--- src/rtl/uart_pkg.sv ---
// Shared definitions for the host-side UART transmitter.
// Frame states, divider width and the autobaud sync character.
package uart_pkg;

  localparam int DIV_W = 11;
  localparam logic [7:0] SYNC_BYTE_DEF = 8'h55;
  localparam logic [DIV_W-1:0] DIV_ONE = DIV_W'(1);
  localparam logic [DIV_W-1:0] DIV_MIN = DIV_W'(2);

  typedef enum logic [1:0] {
    IDLE,
    START,
    DATA,
    STOP
  } state_t;

  function automatic logic [DIV_W-1:0] clamp_div(
    input logic [DIV_W-1:0] d
  );
    return (d < DIV_MIN) ? DIV_MIN : d;
  endfunction

endpackage

--- src/rtl/uart_tx_fifo.sv ---
// Byte FIFO feeding the transmitter.
// Pointers carry one extra MSB so full and empty are distinguishable.
module uart_tx_fifo #(
  parameter int DEPTH = 4
) (
  input  logic                   clk,
  input  logic                   nreset,
  input  logic                   push,
  input  logic                   pop,
  input  logic [7:0]             wdata,
  output logic [7:0]             rdata,
  output logic                   full,
  output logic                   empty,
  output logic [$clog2(DEPTH):0] level
);

  localparam int AW = $clog2(DEPTH);
  localparam logic [AW:0] ONE = (AW+1)'(1);
  localparam logic [AW:0] CAP = (AW+1)'(DEPTH);

  logic [7:0] mem [DEPTH];
  logic [AW:0] wp;
  logic [AW:0] rp;

  assign level = wp - rp;
  assign full  = (level == CAP);
  assign empty = (wp == rp);
  assign rdata = mem[rp[AW-1:0]];

  always_ff @(posedge clk or negedge nreset) begin
    if (!nreset) begin
      wp <= '0;
      rp <= '0;
    end else begin
      if (push && !full)
        wp <= wp + ONE;
      if (pop && !empty)
        rp <= rp + ONE;
    end
  end

  always_ff @(posedge clk) begin
    if (push && !full)
      mem[wp[AW-1:0]] <= wdata;
  end

endmodule

--- src/rtl/uart_host_tx.sv ---
// 8N1 UART transmitter with byte FIFO and autobaud sync character.
// Sync frames pre-empt queued data at every frame boundary.
module uart_host_tx
  import uart_pkg::*;
#(
  parameter int         DEPTH     = 4,
  parameter logic [7:0] SYNC_BYTE = SYNC_BYTE_DEF
) (
  input  logic                   clk,
  input  logic                   nreset,
  input  logic [DIV_W-1:0]       div,
  input  logic                   sync_req,
  input  logic [7:0]             wdata,
  input  logic                   wvalid,
  output logic                   wready,
  output logic                   tx,
  output logic                   busy,
  output logic [$clog2(DEPTH):0] level,
  output logic                   synced
);

  state_t state;
  state_t state_n;

  logic [DIV_W-1:0] cnt;
  logic [DIV_W-1:0] div_l;
  logic [DIV_W-1:0] div_n;
  logic [2:0]       bitn;
  logic [9:0]       shreg;
  logic             sync_pend;
  logic             cur_sync;
  logic             full;
  logic             empty;
  logic             push;
  logic             pop;
  logic [7:0]       rdata;
  logic             pending;
  logic             bit_end;
  logic             start_frame;

  assign push    = wvalid && !full;
  assign wready  = !full;
  assign pending = sync_pend || !empty;
  assign bit_end = (cnt == '0);
  assign busy    = (state != IDLE) || pending;
  assign div_n   = clamp_div(div);
  assign pop     = start_frame && !sync_pend;

  uart_tx_fifo #(
    .DEPTH(DEPTH)
  ) u_fifo (
    .clk   (clk),
    .nreset(nreset),
    .push  (push),
    .pop   (pop),
    .wdata (wdata),
    .rdata (rdata),
    .full  (full),
    .empty (empty),
    .level (level)
  );

  always_comb begin
    state_n     = state;
    start_frame = 1'b0;
    unique case (state)
      IDLE: begin
        if (pending) begin
          state_n     = START;
          start_frame = 1'b1;
        end
      end
      START: begin
        if (bit_end)
          state_n = DATA;
      end
      DATA: begin
        if (bit_end && bitn == 3'd7)
          state_n = STOP;
      end
      STOP: begin
        if (bit_end) begin
          if (pending) begin
            state_n     = START;
            start_frame = 1'b1;
          end else begin
            state_n = IDLE;
          end
        end
      end
      default: state_n = IDLE;
    endcase
  end

  // tx is always the next bit of the shift register, so it is a pure flop
  always_ff @(posedge clk or negedge nreset) begin
    if (!nreset) begin
      state    <= IDLE;
      cnt      <= '0;
      div_l    <= '0;
      bitn     <= '0;
      shreg    <= '1;
      tx       <= 1'b1;
      cur_sync <= 1'b0;
    end else begin
      state <= state_n;
      if (start_frame) begin
        div_l    <= div_n;
        cnt      <= div_n - DIV_ONE;
        bitn     <= '0;
        shreg    <= {1'b1, (sync_pend ? SYNC_BYTE : rdata), 1'b0};
        tx       <= 1'b0;
        cur_sync <= sync_pend;
      end else if (state != IDLE) begin
        if (bit_end) begin
          cnt   <= div_l - DIV_ONE;
          shreg <= {1'b1, shreg[9:1]};
          tx    <= shreg[1];
          if (state == DATA)
            bitn <= bitn + 3'd1;
        end else begin
          cnt <= cnt - DIV_ONE;
        end
      end
    end
  end

  // a re-arm during a sync frame keeps synced low until the extra frame ends
  always_ff @(posedge clk or negedge nreset) begin
    if (!nreset) begin
      sync_pend <= 1'b1;
      synced    <= 1'b0;
    end else begin
      if (sync_req)
        sync_pend <= 1'b1;
      else if (start_frame && sync_pend)
        sync_pend <= 1'b0;
      if (sync_req)
        synced <= 1'b0;
      else if (state == STOP && bit_end && cur_sync && !sync_pend)
        synced <= 1'b1;
    end
  end

endmodule
--- config.mk ---
export PLATFORM = sky130hd
export DESIGN_NAME = uart_host_tx
export DESIGN_NICKNAME = d
export VERILOG_FILES = /design/src/rtl/uart_pkg.sv /design/src/rtl/uart_tx_fifo.sv /design/src/rtl/uart_host_tx.sv
export SDC_FILE = /design/constraint.sdc
export NUM_CORES = 1
export LEC_CHECK = 0
export CORE_MARGIN = 4
export CORE_UTILIZATION = 40
export CTS_CLUSTER_SIZE = 28
export DETAILED_ROUTE_END_ITERATION = 8
export GPL_ROUTABILITY_DRIVEN = 0
export REMOVE_ABC_BUFFERS = 1
export SYNTH_ARGS = -nofsm -noshare
export SYNTH_HDL_FRONTEND = slang
export SYNTH_SLANG_ARGS = --single-unit
export TNS_END_PERCENT = 100
--- constraint.sdc ---
create_clock -name clk -period 7.99 [get_ports clk]
set_input_delay 2.397 -clock clk [delete_from_list [all_inputs] [get_ports clk]]
set_output_delay 2.397 -clock clk [all_outputs]
set_load 0.01 [all_outputs]
# Yosys cells after proc, flatten, opt, wreduce, memory -nomap -nowiden
# Memories as Yosys holds them, arrays and structs flattened.
# Index checks and enable logic that the tools add are counted.
[totals]
ramBits = 32
regBits = 47
memories = 1
wordCells = 85
inputBits = 23
out_inout_bits = 7
[classes]
n_lt_le_gt_ge = 1
mux = 30
n_reduce_logical = 25
eq_ne = 10
add_sub_neg = 7
[mem_list]
columns = ["memory", "words", "width", "rd", "rd_ports_with_merged_regs", "write_ports", "line", "source"]
rows = [
  ["u_fifo.mem", 4, 8, 1, 0, 1, "uart_tx_fifo.sv:21", "logic [7:0] mem [DEPTH];"],
]
[op_table]
columns = ["op", "count"]
rows = [
  ["$mux W11", 4],
  ["$sub A11 B1 Y11 const B", 3],
  ["$mux W10", 3],
  ["$mux W1", 12],
  ["$mux W3", 4],
  ["$reduce_bool A2 Y1", 6],
  ["$logic_not A11 Y1", 1],
  ["$lt A11 B2 Y1 const B", 1],
  ["$add A3 B1 Y3 const B", 3],
  ["$logic_and A1 B1 Y1", 9],
  ["$mux W2", 4],
  ["$mux W8", 1],
  ["$ne A2 B2 Y1 const B", 4],
  ["$pmux W2 S4", 1],
  ["$eq A3 B3 Y1 const B", 2],
  ["$eq A2 B2 Y1 const B", 2],
  ["$reduce_and A4 Y1", 1],
  ["$eq A3 B3 Y1", 1],
  ["$logic_not A1 Y1", 3],
  ["$reduce_and A3 Y1", 1],
  ["$sub A3 B3 Y3", 1],
  ["$eq A2 B1 Y1 const B", 1],
  ["$logic_not A2 Y1", 1],
  ["$logic_or A1 B1 Y1", 2],
  ["other kinds (2)", 2],
]

# Longest topological paths before layout
[depth]
word_depth = 9
depth_mapped = 14
ltp_nobuf = 13

# Cells and area by module
# Synthesis repeated with hierarchy kept, for this count alone.
[hier_totals]
cells_unflattened = 345
area_unflattened_um2 = 3915.0
[modules_own_cells]
columns = ["module", "area_per_inst_um2", "instances", "cells_each", "seq_area_each_um2"]
rows = [
  ["uart_host_tx", 2289.7, 1, 259, 988.4],
  ["uart_tx_fifo", 1625.3, 1, 86, 1111.1],
]

# Worst setup path after synthesis
# No wires, ideal clock.
[synth_timing]
path_kind = "in2reg"
from = "input div[7]"
to = "register cnt[8]"
setup_ps = 69
arrival_time_ps = 4651
stages = 10
t_required_ps = 7921
path_buffers = 0
slack_ps = 3271
cell_sequence = "or4_1 -> nor3_1 -> a21oi_1 -> a21oi_1 -> ha_1 -> nand2_1 -> a21oi_2 -> a41oi_2 -> or4_1 -> nand3_1"
[synth_between]
elab_chain_cells = 4
[synth_lines]
columns = ["element", "line", "source"]
rows = [
  ["start: declaration", "uart_host_tx.sv:11", "input logic [DIV_W-1:0] div,"],
  ["$lt A11 B2 Y1", "uart_pkg.sv:20", "return (d < DIV_MIN) ? DIV_MIN : d;"],
  ["$mux W11 (*)", "uart_pkg.sv:20", ""],
  ["$sub A11 B1 Y11 (*)", "uart_host_tx.sv:109", "cnt <= div_n - DIV_ONE;"],
  ["$mux W11 (*)", "uart_host_tx.sv:107", "if (start_frame) begin"],
  ["end signal: assignment", "uart_host_tx.sv:109", ""],
  ["end signal: assignment", "uart_host_tx.sv:116", "cnt <= div_l - DIV_ONE;"],
  ["end signal: assignment", "uart_host_tx.sv:122", "cnt <= cnt - DIV_ONE;"],
  ["end: declaration", "uart_host_tx.sv:25", "logic [DIV_W-1:0] cnt;"],
]
# Every way passes the cells marked *; elsewhere a longest branch is shown, timed or not.
# A chain may end at the register's enable or synchronous reset.

# Worst setup path in the final report
# Ends and elaborated chain as after synthesis.

==> run summary <==
Synth Register Bits -> 77
Final ANT Viol Nets -> 0
GRT overflow -> 0
vias in the first global route -> 2,838
Crit-path slowest cell -> or4_1
worst path cell trace -> clkdlybuf4s50_1 -> or4_1 -> nor3_1 -> a21oi_1 -> a21oi_1 -> ha_1 -> nand2_1 -> a21oi_2 -> a41oi_2 -> or4_1 -> nand3_1
synth-to-layout area growth -> 15.64%
Starting Density -> 41.56%
Place WS -> 2.368 ns
GR Util All Layers -> 15.95%
DR WL/cell -> 16.21 um
Placed Area -> 4305 um2
Final Util -> 48.06%
multi-input logic area -> 1688 um2
Post-Syn Area -> 3895 um2
max incr delay on CP -> 0.54 ns
largest family of logic cells by synthesized area -> simple AND/OR/NAND/NOR gates
filler cell count -> 890
post-detail-place hpwl -> 5.649 mm
xor/xnor share of the synthesized area -> 2.698%
RSZ-0062 raised after global routing -> false
min Tclk post-route -> 5.222 ns
Worst setup SP type -> input pin
Synth Area in Simple Gates -> 15.80%
max-slew violations -> 0
power per cell area -> 393.2 nW/um2
final hold violations -> 0
top-area cell type share of the netlist area -> 24.67%
crit path max fanout -> 6
fin nets -> 414
CTS Root Cell -> clkbuf_8
Num CTS Buffers -> 9
Mapped Avg Cell Area -> 11.29 um2
Critical Path AT -> 5.52 ns
synth cell count leaders -> nand2_1 (50), dfrtp_1 (35), edfxtp_1 (32)
Initial DRC Count -> 117
outcome -> finished, final reports clean
clock-pin slew on the worst setup and hold paths -> 0.09 ns
die width -> 106.7 um
Slew @ Worst Pin -> 1.019 ns
final wirelength -> 8.251 mm
post-synthesis mux area share -> 5.686%
Seq/Total Area, Yosys -> 53.90%
first-pass GRT wire length -> 14.35 mm
Die Span Y -> 106.7 um
Post-synth ARST share -> 58.44%
Top Ports -> 30
final setup fails -> 0
DR vias/cell -> 5.418
Rows -> 35
# diodes -> 0
Max rail drop VDD -> 0.1713 mV
EDFF count, synth -> 32
Vias -> 2,758
Tcrit/Tclk final -> 65.35%
Yosys Warn Count -> 0
Synth Instances -> 345
hold buffers post-CTS -> 0
setup tns final -> 0 ns
Max Freq -> 191.5 MHz
later-pin clock latency in the skew report -> 0.36 ns
CTS H-tree lvls -> 3
worst hold slack -> 0.4660 ns
layout cell share with drive strength beyond 1 -> 12.89%
CTS sink count -> 77
hold crit path type -> flop to flop
count leader, synth -> nand2_1
most area-hungry cell type in the Yosys netlist -> edfxtp_1
Worst Path Class, Setup -> input pin to flop
top cells by area, synth -> edfxtp_1 (25%), dfrtp_1 (22%), dfstp_2 (6.7%)
post-synth cell types -> 58
Compound-Gate Fraction of Synth Area -> 13.81%
Die ar. -> 11,380 um2
DRT Pass-1 Iters -> 4
Critical Path Sink Type -> flop
CTS tree -> done
final worst-path setup slack -> 2.768 ns
core area -> 9371 um2
initial antenna violation count -> 0
Most used DFF post-synth -> dfrtp_1
Setup Buffers After CTS -> 0
number of remaining DRC errors -> 0
I/O Buffers -> 29
reported leakage power -> 1.769 nW
data required time at the worst endpoint -> 8.29 ns
CTS max path bufs -> 2
pin count of the biggest net entering global routing -> 46
max cap viols -> 0
Post-CTS Resized -> 0
Worst Skew -> 0.01584 ns
Rel. slew slack -> 32.10%
Synth Area in Adders -> 5.332%
fin area -> 4504 um2
FF/Latch Area -> 2100 um2
## power by group
| part | total, mW | leakage (nW) | internal (mW) | switching, mW |
|---|---|---|---|---|
| Sequential | 0.718 | 0.822 | 0.583 | 0.134 |
| Clock | 0.301 | 0.0935 | 0.147 | 0.154 |
| Combinational | 0.752 | 0.854 | 0.334 | 0.418 |
| Total | 1.77 | 1.77 | 1.06 | 0.706 |
## through the flow
stage / power, mW / instances
after global routing: 1.924 / 509
after floorplan: 1.213 / 330
after detailed placement: 1.488 / 493
after CTS: 1.796 / 509
after global placement: 1.484 / 493
final: 1.771 / 509
## state kept, by name, indices dropped and copies added (netlist names)
| register | count |
|---|---|
| cur_sync | 1 |
| cnt | 11 |
| bitn | 3 |
| sync_pend | 1 |
| div_l | 11 |
| u_fifo.mem | 32 |
| u_fifo.rp | 3 |
| shreg | 9 |
| synced | 1 |
| u_fifo.wp | 3 |
| state | 2 |
## logic make-up after synthesis
logic type,count (synthesis)
AOI/OAI and AO/OA,81
muxes,12
buffers and inverters,24
adders and majority gates,16
DFF,77
xor gates and xnor gates,12
and+or+nand+nor,123
## per-layer routing
metal  global-route usage (%)  share of wire, %  routed length [um]  vias to the layer above
met4                    4.932               1.3                 106                        0
met5                        0                 0                   0                        -
met2                    27.02                49                4051                       64
li1                         -                 -                   -                     1335
met3                    3.733               4.5                 375                       11
met1                    20.28                45                3718                     1348
## cell usage in the layout (no fill, tap or decap), drive strengths merged, types with 3 or more instances in the layout
cell	synthesis	layout
nand2	50	50
dfrtp	35	35
edfxtp	32	32
clkdlybuf4s50	0	28
o21ai	24	24
nor2	22	22
a21oi	21	21
ha	15	15
nand3	11	11
inv	9	11
dfstp	10	10
clkbuf	8	10
and3	9	9
mux4	8	8
nor3	8	8
xnor2	6	6
xor2	6	6
buf	7	6
or3	5	5
a41oi	5	5
a31oi	4	4
o31ai	4	4
nor4	4	4
a21o	3	3
mux2i	3	3
a22o	3	3
a41o	3	3
## final cells by class
type	count	area share, %
clock buffer	10	2.833
clock inverter	6	1.583
inverter	9	0.7500
multi-input combinational	244	37.47
sequential	77	46.61
tap	129	3.583
timing repair buffer	34	7.167
## worst max-delay path, delay by kind of cell
kind	cells	cell delay, ns
AND/OR/NAND/NOR	5	1.57
buffers and inverters	1	0.49
AO/OA/AOI/OAI	4	0.78
adder cells (fa/ha/maj)	1	0.28
## worst paths after layout
check                              from       end  slack [ns]  cells past startpoint
min reg2reg                    shreg[6]  shreg[6]        0.47                      2
min                            shreg[6]  shreg[6]        0.47                      2
max reg2reg                u_fifo.rp[0]    cnt[8]        4.39                     13
max                              div[7]    cnt[8]        2.77                     11
max in group asynchronous        nreset    cnt[3]        5.14                      1
min in group asynchronous        nreset  div_l[7]        2.21                      1
(Power assumes the default switching activity.)
